File: src/rtl/dff_mux_ctrl_pkg.sv
// Shared types for the mux-DFF sequencer: FSM states, requester id and the
// settle-counter width.
package dff_ctrl_pkg;
    typedef enum logic [2:0] {IDLE, LOAD, WAIT, CHECK, RESP, CLR, CLRCHK} state_t;
    typedef logic req_id_t;
    localparam int SETTLE_MAX = 15;
    localparam int CNT_W      = $clog2(SETTLE_MAX + 1);
endpackage

File: src/rtl/dff_mux_ctrl_if.sv
// Requester-side handshake plus the drive/readback wires of the shared mux-DFF.
interface dff_mux_ctrl_if #(parameter int ERR_W = 4);
    logic             req0, data0, req1, data1, clr_req;
    logic             gnt0, gnt1, ack, ack_id, ack_data, clr_done, err;
    logic [ERR_W-1:0] err_cnt;
    logic             dff_rst, dff_sel, dff_d0, dff_d1, dff_q;

    modport slave (
        input  req0, data0, req1, data1, clr_req, dff_q,
        output gnt0, gnt1, ack, ack_id, ack_data, clr_done, err, err_cnt,
               dff_rst, dff_sel, dff_d0, dff_d1
    );
    modport master (
        output req0, data0, req1, data1, clr_req, dff_q,
        input  gnt0, gnt1, ack, ack_id, ack_data, clr_done, err, err_cnt,
               dff_rst, dff_sel, dff_d0, dff_d1
    );
endinterface

File: src/rtl/dff_mux_ctrl_rr_arb2.sv
// Two-way round-robin arbiter; the pointer names the favoured requester and
// moves to the other one only when the grant is actually taken.
module rr_arb2 (
    input  logic       clk,
    input  logic       rst,
    input  logic [1:0] req,
    input  logic       take,
    output logic [1:0] gnt
);
    logic ptr_q, ptr_d;

    always_comb begin
        gnt   = req;
        ptr_d = ptr_q;
        if (req == 2'b11) begin
            gnt        = 2'b00;
            gnt[ptr_q] = 1'b1;
        end
        if (take && (gnt != 2'b00))
            ptr_d = ~gnt[1];
    end

    always_ff @(posedge clk or posedge rst) begin
        if (rst) ptr_q <= 1'b0;
        else     ptr_q <= ptr_d;
    end
endmodule

File: src/rtl/dff_mux_ctrl.sv
// Shares one 2:1-mux DFF between two writers and a clear source: grants a write,
// drives sel/legs, waits for capture + SETTLE, reads q back and flags mismatches.
module dff_mux_ctrl
    import dff_ctrl_pkg::*;
#(
    parameter int SETTLE = 1,
    parameter int ERR_W  = 4
) (
    input  logic           clk,
    input  logic           rst,
    dff_mux_ctrl_if.slave  bus
);
    state_t           state_q, state_d;
    logic [CNT_W-1:0] cnt_q, cnt_d;
    req_id_t          id_q, id_d, ack_id_q, ack_id_d;
    logic             data_q, data_d, qs_q, qs_d;
    logic             gnt0_q, gnt0_d, gnt1_q, gnt1_d, ack_q, ack_d;
    logic             ack_data_q, ack_data_d, clr_done_q, clr_done_d, err_q, err_d;
    logic             dff_rst_q, dff_rst_d, sel_q, sel_d, d0_q, d0_d, d1_q, d1_d;
    logic [ERR_W-1:0] err_cnt_q, err_cnt_d;
    logic [1:0]       arb_gnt;
    logic             take;

    assign take = (state_q == IDLE) && !bus.clr_req && (arb_gnt != 2'b00);

    rr_arb2 u_arb (
        .clk  (clk),
        .rst  (rst),
        .req  ({bus.req1, bus.req0}),
        .take (take),
        .gnt  (arb_gnt)
    );

    always_comb begin
        state_d    = state_q;
        cnt_d      = cnt_q;
        id_d       = id_q;
        data_d     = data_q;
        qs_d       = qs_q;
        gnt0_d     = 1'b0;
        gnt1_d     = 1'b0;
        ack_d      = 1'b0;
        ack_id_d   = ack_id_q;
        ack_data_d = ack_data_q;
        clr_done_d = 1'b0;
        err_d      = 1'b0;
        dff_rst_d  = 1'b0;
        sel_d      = sel_q;
        d0_d       = d0_q;
        d1_d       = d1_q;
        err_cnt_d  = err_cnt_q;
        unique case (state_q)
            IDLE: begin
                if (bus.clr_req) begin
                    dff_rst_d = 1'b1;
                    state_d   = CLR;
                end else if (take) begin
                    id_d   = arb_gnt[1];
                    data_d = arb_gnt[1] ? bus.data1 : bus.data0;
                    gnt0_d = arb_gnt[0];
                    gnt1_d = arb_gnt[1];
                    // Unselected leg carries the inverse so a wrong select shows up in q.
                    sel_d  = arb_gnt[1];
                    d0_d   = arb_gnt[1] ? ~bus.data1 : bus.data0;
                    d1_d   = arb_gnt[1] ? bus.data1 : ~bus.data0;
                    state_d = LOAD;
                end
            end
            LOAD: begin
                cnt_d   = CNT_W'(SETTLE);
                state_d = (SETTLE == 0) ? CHECK : WAIT;
            end
            WAIT: begin
                cnt_d = cnt_q - 1'b1;
                if (cnt_q == CNT_W'(1)) state_d = CHECK;
            end
            CHECK: begin
                qs_d    = bus.dff_q;
                state_d = RESP;
            end
            RESP: begin
                ack_d      = 1'b1;
                ack_id_d   = id_q;
                ack_data_d = qs_q;
                err_d      = (qs_q !== data_q);
                state_d    = IDLE;
            end
            CLR: state_d = CLRCHK;
            CLRCHK: begin
                clr_done_d = 1'b1;
                err_d      = (bus.dff_q !== 1'b0);
                state_d    = IDLE;
            end
            default: state_d = IDLE;
        endcase
        if (err_d && (err_cnt_q != {ERR_W{1'b1}}))
            err_cnt_d = err_cnt_q + 1'b1;
    end

    always_ff @(posedge clk or posedge rst) begin
        if (rst) begin
            state_q    <= IDLE;
            cnt_q      <= '0;
            id_q       <= 1'b0;
            data_q     <= 1'b0;
            qs_q       <= 1'b0;
            gnt0_q     <= 1'b0;
            gnt1_q     <= 1'b0;
            ack_q      <= 1'b0;
            ack_id_q   <= 1'b0;
            ack_data_q <= 1'b0;
            clr_done_q <= 1'b0;
            err_q      <= 1'b0;
            dff_rst_q  <= 1'b0;
            sel_q      <= 1'b0;
            d0_q       <= 1'b0;
            d1_q       <= 1'b0;
            err_cnt_q  <= '0;
        end else begin
            state_q    <= state_d;
            cnt_q      <= cnt_d;
            id_q       <= id_d;
            data_q     <= data_d;
            qs_q       <= qs_d;
            gnt0_q     <= gnt0_d;
            gnt1_q     <= gnt1_d;
            ack_q      <= ack_d;
            ack_id_q   <= ack_id_d;
            ack_data_q <= ack_data_d;
            clr_done_q <= clr_done_d;
            err_q      <= err_d;
            dff_rst_q  <= dff_rst_d;
            sel_q      <= sel_d;
            d0_q       <= d0_d;
            d1_q       <= d1_d;
            err_cnt_q  <= err_cnt_d;
        end
    end

    assign bus.gnt0     = gnt0_q;
    assign bus.gnt1     = gnt1_q;
    assign bus.ack      = ack_q;
    assign bus.ack_id   = ack_id_q;
    assign bus.ack_data = ack_data_q;
    assign bus.clr_done = clr_done_q;
    assign bus.err      = err_q;
    assign bus.err_cnt  = err_cnt_q;
    // The DFF is cleared together with the controller.
    assign bus.dff_rst  = rst | dff_rst_q;
    assign bus.dff_sel  = sel_q;
    assign bus.dff_d0   = d0_q;
    assign bus.dff_d1   = d1_q;
endmodule

File: src/flat_wrapper.sv
// flat-port wrapper written by rule: the top's interface ports become plain ports
module dff_mux_ctrl_flat import dff_ctrl_pkg::*;
#(
    parameter int SETTLE = 1,
    parameter int ERR_W  = 4
)
  (clk, rst, bus_req0, bus_data0, bus_req1, bus_data1, bus_clr_req, bus_dff_q, bus_gnt0, bus_gnt1, bus_ack, bus_ack_id, bus_ack_data, bus_clr_done, bus_err, bus_err_cnt, bus_dff_rst, bus_dff_sel, bus_dff_d0, bus_dff_d1);
  dff_mux_ctrl_if #(.ERR_W(ERR_W)) bus_i ();
  input  logic clk;
  input  logic rst;
  input wire logic [$bits(bus_i.req0)-1:0] bus_req0;
  input wire logic [$bits(bus_i.data0)-1:0] bus_data0;
  input wire logic [$bits(bus_i.req1)-1:0] bus_req1;
  input wire logic [$bits(bus_i.data1)-1:0] bus_data1;
  input wire logic [$bits(bus_i.clr_req)-1:0] bus_clr_req;
  input wire logic [$bits(bus_i.dff_q)-1:0] bus_dff_q;
  output wire logic [$bits(bus_i.gnt0)-1:0] bus_gnt0;
  output wire logic [$bits(bus_i.gnt1)-1:0] bus_gnt1;
  output wire logic [$bits(bus_i.ack)-1:0] bus_ack;
  output wire logic [$bits(bus_i.ack_id)-1:0] bus_ack_id;
  output wire logic [$bits(bus_i.ack_data)-1:0] bus_ack_data;
  output wire logic [$bits(bus_i.clr_done)-1:0] bus_clr_done;
  output wire logic [$bits(bus_i.err)-1:0] bus_err;
  output wire logic [$bits(bus_i.err_cnt)-1:0] bus_err_cnt;
  output wire logic [$bits(bus_i.dff_rst)-1:0] bus_dff_rst;
  output wire logic [$bits(bus_i.dff_sel)-1:0] bus_dff_sel;
  output wire logic [$bits(bus_i.dff_d0)-1:0] bus_dff_d0;
  output wire logic [$bits(bus_i.dff_d1)-1:0] bus_dff_d1;
  assign bus_i.req0 = bus_req0;
  assign bus_i.data0 = bus_data0;
  assign bus_i.req1 = bus_req1;
  assign bus_i.data1 = bus_data1;
  assign bus_i.clr_req = bus_clr_req;
  assign bus_i.dff_q = bus_dff_q;
  assign bus_gnt0 = bus_i.gnt0;
  assign bus_gnt1 = bus_i.gnt1;
  assign bus_ack = bus_i.ack;
  assign bus_ack_id = bus_i.ack_id;
  assign bus_ack_data = bus_i.ack_data;
  assign bus_clr_done = bus_i.clr_done;
  assign bus_err = bus_i.err;
  assign bus_err_cnt = bus_i.err_cnt;
  assign bus_dff_rst = bus_i.dff_rst;
  assign bus_dff_sel = bus_i.dff_sel;
  assign bus_dff_d0 = bus_i.dff_d0;
  assign bus_dff_d1 = bus_i.dff_d1;
  dff_mux_ctrl #(.SETTLE(SETTLE), .ERR_W(ERR_W)) u_core (.clk(clk), .rst(rst), .bus(bus_i));
endmodule
File: config.mk
export PLATFORM = sky130hd
export DESIGN_NAME = dff_mux_ctrl_flat
export DESIGN_NICKNAME = d
export VERILOG_FILES = /design/src/rtl/dff_mux_ctrl_pkg.sv /design/src/rtl/dff_mux_ctrl_if.sv /design/src/rtl/dff_mux_ctrl_rr_arb2.sv /design/src/rtl/dff_mux_ctrl.sv /design/src/flat_wrapper.sv
export SDC_FILE = /design/constraint.sdc
export NUM_CORES = 1
export LEC_CHECK = 0
export ABC_AREA = 1
export CORE_MARGIN = 2
export CORE_UTILIZATION = 49
export DETAILED_ROUTE_END_ITERATION = 6
export PLACE_DENSITY = 0.85
export SYNTH_ARGS = -nofsm -noshare
export SYNTH_HDL_FRONTEND = slang
export SYNTH_SLANG_ARGS = --single-unit
File: constraint.sdc
create_clock -name clk -period 1.45 [get_ports clk]
set_input_delay 0.3625 -clock clk [delete_from_list [all_inputs] [get_ports clk]]
set_output_delay 0.3625 -clock clk [all_outputs]
set_load 0.02 [all_outputs]
Word-level counts from Yosys, hierarchy flattened
Index checks and enable logic that the tools add are counted.
Widths: inputs -> output; s select.
- output and inout port bits: 15
- input port bits: 8
- bits in registers: 25
- word-level logic and storage cells: 72
- order comparisons: 2
- bitwise gates (word level): 5
- reduce and logical (&&, ||, !) cells: 11
- mux-type cells: 22
- add/sub/neg operators: 2
- equal/unequal tests: 13
- operators by type and width (kind ; count):
    $pmux 3 s5 ; 1
    $mux 1 ; 14
    $eq 3x3->1 const B ; 3
    $mux 3 ; 3
    $pmux 4 s2 ; 1
    $eq 3x2->1 const B ; 2
    $logic_and 1x1->1 ; 5
    $add 4x1->4 const B ; 1
    $eq 4x1->1 const B ; 1
    $ne 4x4->1 const B ; 1
    $not 1->1 ; 4
    $reduce_bool 2->1 ; 2
    $sub 4x1->4 const B ; 1
    $eq 3x1->1 const B ; 1
    $logic_not 3->1 ; 1
    $ne 3x3->1 const B ; 1
    $reduce_and 3->1 ; 1
    $eq 2x2->1 const B ; 1
    $lt 1x2->1 const B ; 1
    $mux 2 ; 1
    $ne 2x1->1 const B ; 1
    $pmux 1 s2 ; 1
    $reduce_and 2->1 ; 1
    $demux 1 s1 ; 1
    other kinds (5) ; 5

Logic depth before layout (Yosys ltp)
Gate-level depths: netlist of run 1.
- depth in word-level cells: 10
- gate-level depth with buffers: 8
- mapped depth without buffers: 8

Modules after synthesis
From an unflattened synthesis of run 1, not the netlist that was laid out.
- cell total of the unflattened synthesis: 132
- area, all modules: 1162.4 µm²
- by module, submodules not included (module ; times used ; sequential area each (µm²) ; cells each ; area each (µm²)):
    dff_mux_ctrl ; 1 ; 600.6 ; 123 ; 1098.6
    rr_arb2 ; 1 ; 25.0 ; 9 ; 63.8

Least setup slack after synthesis of run 1
No wires, ideal clock.
- path kind: register to register
- start point: reg u_core.err_cnt_q[0] (netlist: u_core.bus.err_cnt[0])
- end point: reg u_core.err_cnt_q[2] (netlist: u_core.bus.err_cnt[2])
- path buffers: 0
- library setup time: 0.118 ns
- cell stages (with the launch flop): 6
- clock period less this slack: 1.195 ns
- data arrival time: 1.077 ns
- path slack: 0.255 ns
- required time: 1.332 ns
- cells stage by stage: dfrtp_1 -> ha_1 -> nand3_1 -> nand2_4 -> nand2_1 -> nand2_1
- cells in the longest elaborated chain, start to end: 2
- elaborated cells between the ends (all ways): 3
- classes of those cells: add/sub (1); eq/ne (1); reduce/logical (1)
- ends and longest elaborated chain (what ; RTL line ; source):
    from (decl) ; dff_mux_ctrl.sv:20 ; logic [ERR_W-1:0] err_cnt_q, err_cnt_d;
    from (signal assigned) ; dff_mux_ctrl.sv:136 ; err_cnt_q <= err_cnt_d;
    parallel branches: the longest is 2 deep, another holds $add 4x1->4 ; - ;
Parallel ways; which one is timed is not known.
A chain may end at the register's enable or synchronous reset.

Final worst setup path of run 1
- start point: reg u_core.dff_rst_q
- end point: out bus_dff_rst
- cells in the longest elaborated chain, start to end: 1
- ends and longest elaborated chain (what ; RTL line ; source):
    from (decl) ; dff_mux_ctrl.sv:19 ; logic dff_rst_q, dff_rst_d, sel_q, sel_d, d0_q, d0_d, d1_q, d1_d;
    from (signal assigned) ; dff_mux_ctrl.sv:132 ; dff_rst_q <= dff_rst_d;
    $or 1x1->1 ; dff_mux_ctrl.sv:149 ; assign bus.dff_rst = rst | dff_rst_q;
    to (decl) ; flat_wrapper.sv:25 ; output wire logic [$bits(bus_i.dff_rst)-1:0] bus_dff_rst;
Every way passes these cells.

==> impl_metrics.py, run 1 <==
metrics = {
    "drt": {
        "vias_per_cell": 5.07,
        "dr_total_vias": 948,
        "drt_iter0_drc": 9,
        "drc": 0,
        "first_pass_iters": 4,
        "drt-wirelength-per-cell_um": 12.5,
        "postRouteAntennaNets": 0,
        "routed_wl_mm": 2.33,
    },
    "placement": {
        "hpwl_mm": 1.75,
        "routabilityCongestion": 0.817,
        "place_area_mm2": 0.00145,
        "io_buffers": 22,
    },
    "cells_and_area": {
        "multiInputGateArea_um2": 444,
        "drive_above_1_share": 0.132,
        "num_antenna_cells": 0,
        "area_delta_synth_final_pct": 29.2,
        "fillers": 195,
        "fin_area_mm2": 0.00147,
        "seqCellArea_um2": 626,
        "nNetsFinal": 171,
    },
    "clocking": {
        "cts-root-buf": "clkbuf_4",
        "cts_tree": "yes",
        "clkSlewWorstSetupHoldPaths_ns": 0.14,
        "cts.htree.levels": 1,
        "numCtsBuffers": 3,
        "cts_buffer_depth": 2,
        "clk_latency_ns": 0.32,
        "clock-sinks": 25,
        "post-cts-setup-buffer-count": 0,
        "holdBufCountCts": 0,
    },
    "power": {
        "total_power_mw": 2.88,
        "clkPwrFrac": 0.111,
        "p_leak_nw": 0.799,
        "swShare": 0.435,
        "powerDensity_mw_per_mm2": 1960,
        "combPwrFrac": 0.499,
        "p_int_mw": 1.63,
        "seqPwrFrac": 0.390,
        "peakVddDrop_mv": 1.04,
        "power.switching_mw": 1.25,
    },
    "yosys": {
        "ys.flop_type": "dfrtp_1",
        "synth_top_cell_area_share": 0.549,
        "synthTopCellsByArea": "dfrtp_1 (55%), nand2_1 (12%), inv_1 (5.9%)",
        "yosysSeqAreaShare": 0.549,
        "synth.avg_cell_area_um2": 8.97,
        "async_flop_share": 1.00,
        "syn_nets": 138,
        "syn_area_mm2": 0.00114,
        "synth_warnings": 0,
        "synth_most_common_cell": "nand2_1",
        "synthCells": 127,
        "ys_seq_elements": 25,
        "synth_edf_count": 0,
        "synth_commonest_cells": "nand2_1 (35), dfrtp_1 (25), inv_1 (18)",
        "synth.largest_area_cell": "dfrtp_1",
        "ys_types": 23,
    },
    "floorplanning": {
        "rows": 17,
        "ios": 23,
        "die_y_um": 52.2,
        "initial_core_util": 0.515,
        "die_w_um": 52.2,
        "core_area_mm2": 0.00221,
        "die_area_mm2": 0.00273,
    },
    "critical_path": {
        "crit_required_ns": 1.09,
        "critPathMaxFanout": 1,
        "crit_path_end_kind": "output port",
        "critPathKind": "reg -> out",
        "cp.arrival_ns": 1.07,
        "cp-start-kind": "flop",
    },
    "sta": {
        "setup_viol": 0,
        "tightest_slew_ns": 0.329,
        "slew_violations": 0,
        "rsz0062_at_grt": "true",
        "hold_viol": 0,
        "timing.fmax_ghz": 0.698,
        "holdWs_ns": 0.0844,
        "min_period_ns": 1.43,
        "slew_headroom": 0.779,
        "post-route-period-util": 0.988,
        "fin_worst_skew_ns": 0.00588,
    },
    "grt": {
        "grt_overflow_total": 0,
        "antenna_found_initial": 0,
        "grt_start_max_net_pins": 26,
        "grt.total_usage": 0.208,
        "grt_pass1_vias": 943,
        "grt_pass1_wl_mm": 4.13,
    },
    "job": {
        "drv_cap": 0,
    },
    "outcome": {
        "outcome": "finished, final reports clean",
    },
    "worst_hold_path": {
        "hp-class": "in -> async",
    },
}
-- final cells by class --
cell class                      instances  share of cell area
Sequential cell                        25               0.425
Multi-Input combinational cell         83               0.302
Timing Repair Buffer                   28               0.182
Inverter                               19              0.0485
Tap cell                               28              0.0238
Clock buffer                            3              0.0153
Clock inverter                          1             0.00340
-- through the flow --
stage          instances  TNS (ns)  setup slack [ns]   util
2_1_floorplan        127         0             0.255      -
3_3_place_gp         183    -0.488            -0.488  0.656
3_5_place_dp         183    -0.570            -0.513  0.656
4_1_cts              187    -0.140            -0.140  0.658
5_1_grt              187   -0.0174           -0.0174  0.665
6_report             187         0            0.0178  0.665
-- cell families (layout without fill, tap and decap cells) --
kind of cell               count (synthesis)  in the layout  share of synthesized area
and+or+nand+nor                           63             63                      0.264
DFF                                       25             25                      0.549
buffers and inverters                     19             51                     0.0626
AOI/OAI and AO/OA                         15             15                     0.0758
adders and majority gates                  3              3                     0.0330
xor gates and xnor gates                   2              2                     0.0154
-- registers in the layout, indices dropped and copies added, names as in the netlist --
signal and count:
u_core.bus.ack 1, u_core.bus.ack_data 1, u_core.bus.ack_id 1, u_core.bus.clr_done 1
u_core.bus.dff_d0 1, u_core.bus.dff_d1 1, u_core.bus.err 1, u_core.bus.err_cnt 4
u_core.bus.gnt0 1, u_core.bus.gnt1 1, u_core.cnt_q 4, u_core.data_q 1
u_core.dff_rst_q 1, u_core.id_q 1, u_core.qs_q 1, u_core.state_q 3
u_core.u_arb.ptr_q 1
-- power by group through the flow --
stage	logic (mW)	registers (mW)	clock network (mW)
6_report	1.44	1.12	0.319
5_1_grt	1.61	1.16	0.345
4_1_cts	1.42	1.12	0.318
3_5_place_dp	1.52	1.14	0
3_3_place_gp	1.44	1.13	0
2_1_floorplan	0.732	1.33	0
-- cells in the final DEF, fill, tap and decap left out, types with 5 or more instances in the layout --
master           instances
buf_4                    5
dlygate4sd2_1           11
dfrtp_1                 25
nand3_1                  9
clkdlybuf4s50_1          6
inv_1                   18
nor2_1                   7
nand2_1                 35
o21ai_0                  6
-- worst max-delay path, cell delays in order (launching register included) --
cell	delay, ns
dfrtp_1	0.39
or2_4	0.22
buf_6	0.13
-- repair_timing --
item / CTS / global route
gates resized for setup: 18 / 7
setup endpoints to repair: 15 / 4
pin swaps: 0 / 1
hold endpoints to repair: 0 / 0
-- path summary, 6_finish.rpt --
check,start,to,slack [ns],depth (start not counted)
min in group clk,u_core.bus.dff_d0,u_core.bus.dff_d0,0.50,2
max reg2reg,u_core.bus.err_cnt[0],u_core.bus.err_cnt[1],0.18,6
min reg2reg,u_core.bus.dff_d0,u_core.bus.dff_d0,0.50,2
max in group asynchronous,rst,u_core.bus.clr_done,1.22,3
min,rst,u_core.bus.ack,0.08,3
max,u_core.dff_rst_q,bus_dff_rst,0.02,2
-- layer usage --
metal	global-route usage	vias to the layer above	part of all wire
li1	-	470	-
met1	0.235	444	0.41
met2	0.388	29	0.53
met3	0.0257	5	0.042
met4	0.0897	0	0.017
met5	0	-	0
No activity file was read; power rests on OpenSTA's default activity.
==> run 2: changes to the inputs <==
- clock period: 1.45 -> 1.51 ns (I/O delays scaled with it)
==> run 2 against run 1 <==
- count of clock-buffer cells in the layout did not move
- hold slack improved by 0.41 ns
- flip-flop and latch count did not move
- via count decreased by 4.3%
- clock power is 9.7% lower
- worst setup slack improved by 0.045 ns
- clock skew decreased by 0.0047 ns
- largest cell class unchanged
- power down 7.4%
- final cell count shrank 0.53%
- sequential share of layout area is 0.70 points higher
- global-route usage shrank 2.5 points
- highest routed layer unchanged
- utilization is 1.1 points lower
==> impl_metrics.py, run 2 (same netlist as run 1, synthesis figures left out) <==
metrics = {
    "cells_and_area": {
        "area_delta_synth_final_pct": 27.1,
        "layout_commonest_cell": "nand2_1",
        "final_util": 0.654,
        "nNetsFinal": 170,
        "num_antenna_cells": 0,
        "final_cell_mix": "nand2_1 (35), dfrtp_1 (25), inv_1 (18)",
        "final_cells": 186,
        "fillers": 185,
        "drive_above_1_share": 0.127,
    },
    "power": {
        "p_int_mw": 1.53,
        "total_power_mw": 2.67,
        "swShare": 0.427,
        "seqPwrFrac": 0.408,
        "p_leak_nw": 0.788,
        "power.switching_mw": 1.14,
        "combPwrFrac": 0.484,
        "powerDensity_mw_per_mm2": 1840,
        "clkPwrFrac": 0.108,
        "peakVddDrop_mv": 1.03,
    },
    "floorplanning": {
        "die_w_um": 52.2,
        "die_area_mm2": 0.00273,
        "die_y_um": 52.2,
        "initial_core_util": 0.515,
        "rows": 17,
        "core_area_mm2": 0.00221,
        "ios": 23,
    },
    "drt": {
        "routed_wl_mm": 2.03,
        "dr_total_vias": 907,
        "first_pass_iters": 4,
        "drt-wirelength-per-cell_um": 10.9,
        "vias_per_cell": 4.88,
        "postRouteAntennaNets": 0,
        "drc": 0,
        "drt_iter0_drc": 11,
    },
    "critical_path": {
        "worst_r2r_path_depth": 6,
        "crit_path_end_kind": "output port",
        "crit_path_end": "bus_dff_rst",
        "regToRegStartpoint": "u_core.bus.err_cnt[0]",
        "cp.arrival_ns": 1.07,
        "r2r_slack_ns": 0.25,
        "r2r-end": "u_core.bus.err_cnt[3]",
        "critPathKind": "reg -> out",
        "crit_required_ns": 1.13,
        "crit_start": "u_core.dff_rst_q",
        "critPathMaxFanout": 1,
        "cp-start-kind": "flop",
    },
    "clocking": {
        "clock-sinks": 25,
        "cts-root-buf": "clkbuf_4",
        "clkSlewWorstSetupHoldPaths_ns": 0.13,
        "clk_latency_ns": 0.31,
        "cts_buffer_depth": 2,
        "numCtsBuffers": 3,
        "post-cts-setup-buffer-count": 0,
        "cts.htree.levels": 1,
        "cts_tree": "yes",
    },
    "job": {
        "drv_cap": 0,
    },
    "sta": {
        "holdWs_ns": 0.490,
        "hold_viol": 0,
        "slew_headroom": 0.815,
        "post-route-period-util": 0.958,
        "min_period_ns": 1.45,
        "rsz0062_at_grt": "false",
        "fin_worst_skew_ns": 0.00115,
        "setup_viol": 0,
        "slew_violations": 0,
        "timing.fmax_ghz": 0.691,
        "tightest_slew_ns": 0.276,
    },
    "worst_hold_path": {
        "hp-class": "reg -> reg",
        "min_from": "u_core.bus.dff_d0",
    },
    "grt": {
        "grt_overflow_total": 0,
        "grt.total_usage": 0.183,
        "met3_usage": 0.0343,
        "antenna_found_initial": 0,
        "grtUsageMet1": 0.218,
        "grt.busiest_layer": "met2",
        "grt_pass1_wl_mm": 3.55,
        "grt_pass1_vias": 835,
        "use_met2": 0.308,
        "grt_start_max_net_pins": 15,
    },
    "placement": {
        "io_buffers": 22,
        "routabilityCongestion": 0.831,
        "hpwl_mm": 1.60,
        "dp_cells": 181,
    },
    "outcome": {
        "outcome": "finished, final reports clean",
    },
}
## run 2: cell count changes in the layout (fill, tap and decap cells not counted)
cell / previous run / this run
dlygate4sd3_1: 0 / 1
clkbuf_2: 0 / 1
buf_12: 1 / 0
dlygate4sd2_1: 11 / 12
buf_4: 5 / 4
clkdlybuf4s15_1: 3 / 1
## run 2: per-stage QoR
step / area [um^2] / setup slack (ns) / TNS (ns)
6_report: 1450 / 0.0630 / 0
5_1_grt: 1450 / 0.00304 / 0
4_1_cts: 1430 / -0.0894 / -0.0894
3_5_place_dp: 1420 / -0.464 / -0.464
2_1_floorplan: 1140 / 0.315 / 0
3_3_place_gp: 1420 / -0.460 / -0.460
## run 2: worst min path at each step
stage	end	slack (ns)	cells after the start
final	u_core.bus.dff_d0	0.49	2
after global routing	u_core.bus.dff_d0	0.51	2
after CTS	u_core.bus.err_cnt[2]	0.29	2
after detailed placement	u_core.bus.dff_d0	0.46	2
after global placement	u_core.bus.dff_d0	0.46	2
after floorplan	u_core.bus.ack	0.40	1
## run 2: worst max-delay path, cell delays in order (launching register included)
cell	delay [ns]
dfrtp_1	0.39
or2_4	0.24
buf_6	0.13
## run 2: final cells by class
class,count,area (um^2),area share
multi-input cells,83,444,0.307
inverters,19,71.3,0.0493
well taps,28,35.0,0.0242
clock buffers,3,22.5,0.0156
repair buffers,27,244,0.169
clock inverters,1,5.00,0.00346
flip-flops and latches,25,626,0.432
## run 2: power by group through the flow
stage	clock [mW]	combinational, mW	sequential, mW
6_report	0.288	1.29	1.09
5_1_grt	0.332	1.45	1.13
4_1_cts	0.302	1.30	1.09
3_5_place_dp	0	1.40	1.11
3_3_place_gp	0	1.33	1.10
2_1_floorplan	0	0.703	1.28
## run 2: what timing repair did
| item | CTS | global route |
|---|---|---|
| endpoints found under the setup margin | 15 | 3 |
| hold endpoints to repair | 0 | 2 |
| hold buffers | 0 | 1 |
| resized for setup | 18 | 7 |
## run 2: layer usage
layer,share of wire,wire [um]
met2,0.50,1010
met1,0.44,894
met5,0,0
met3,0.038,78
met4,0.022,44
==> run 3: changes to the inputs <==
- HOLD_SLACK_MARGIN: not set -> 0.1
==> results of run 3 <==
No change in the layout: final DEF, timing and power equal those of run 2.
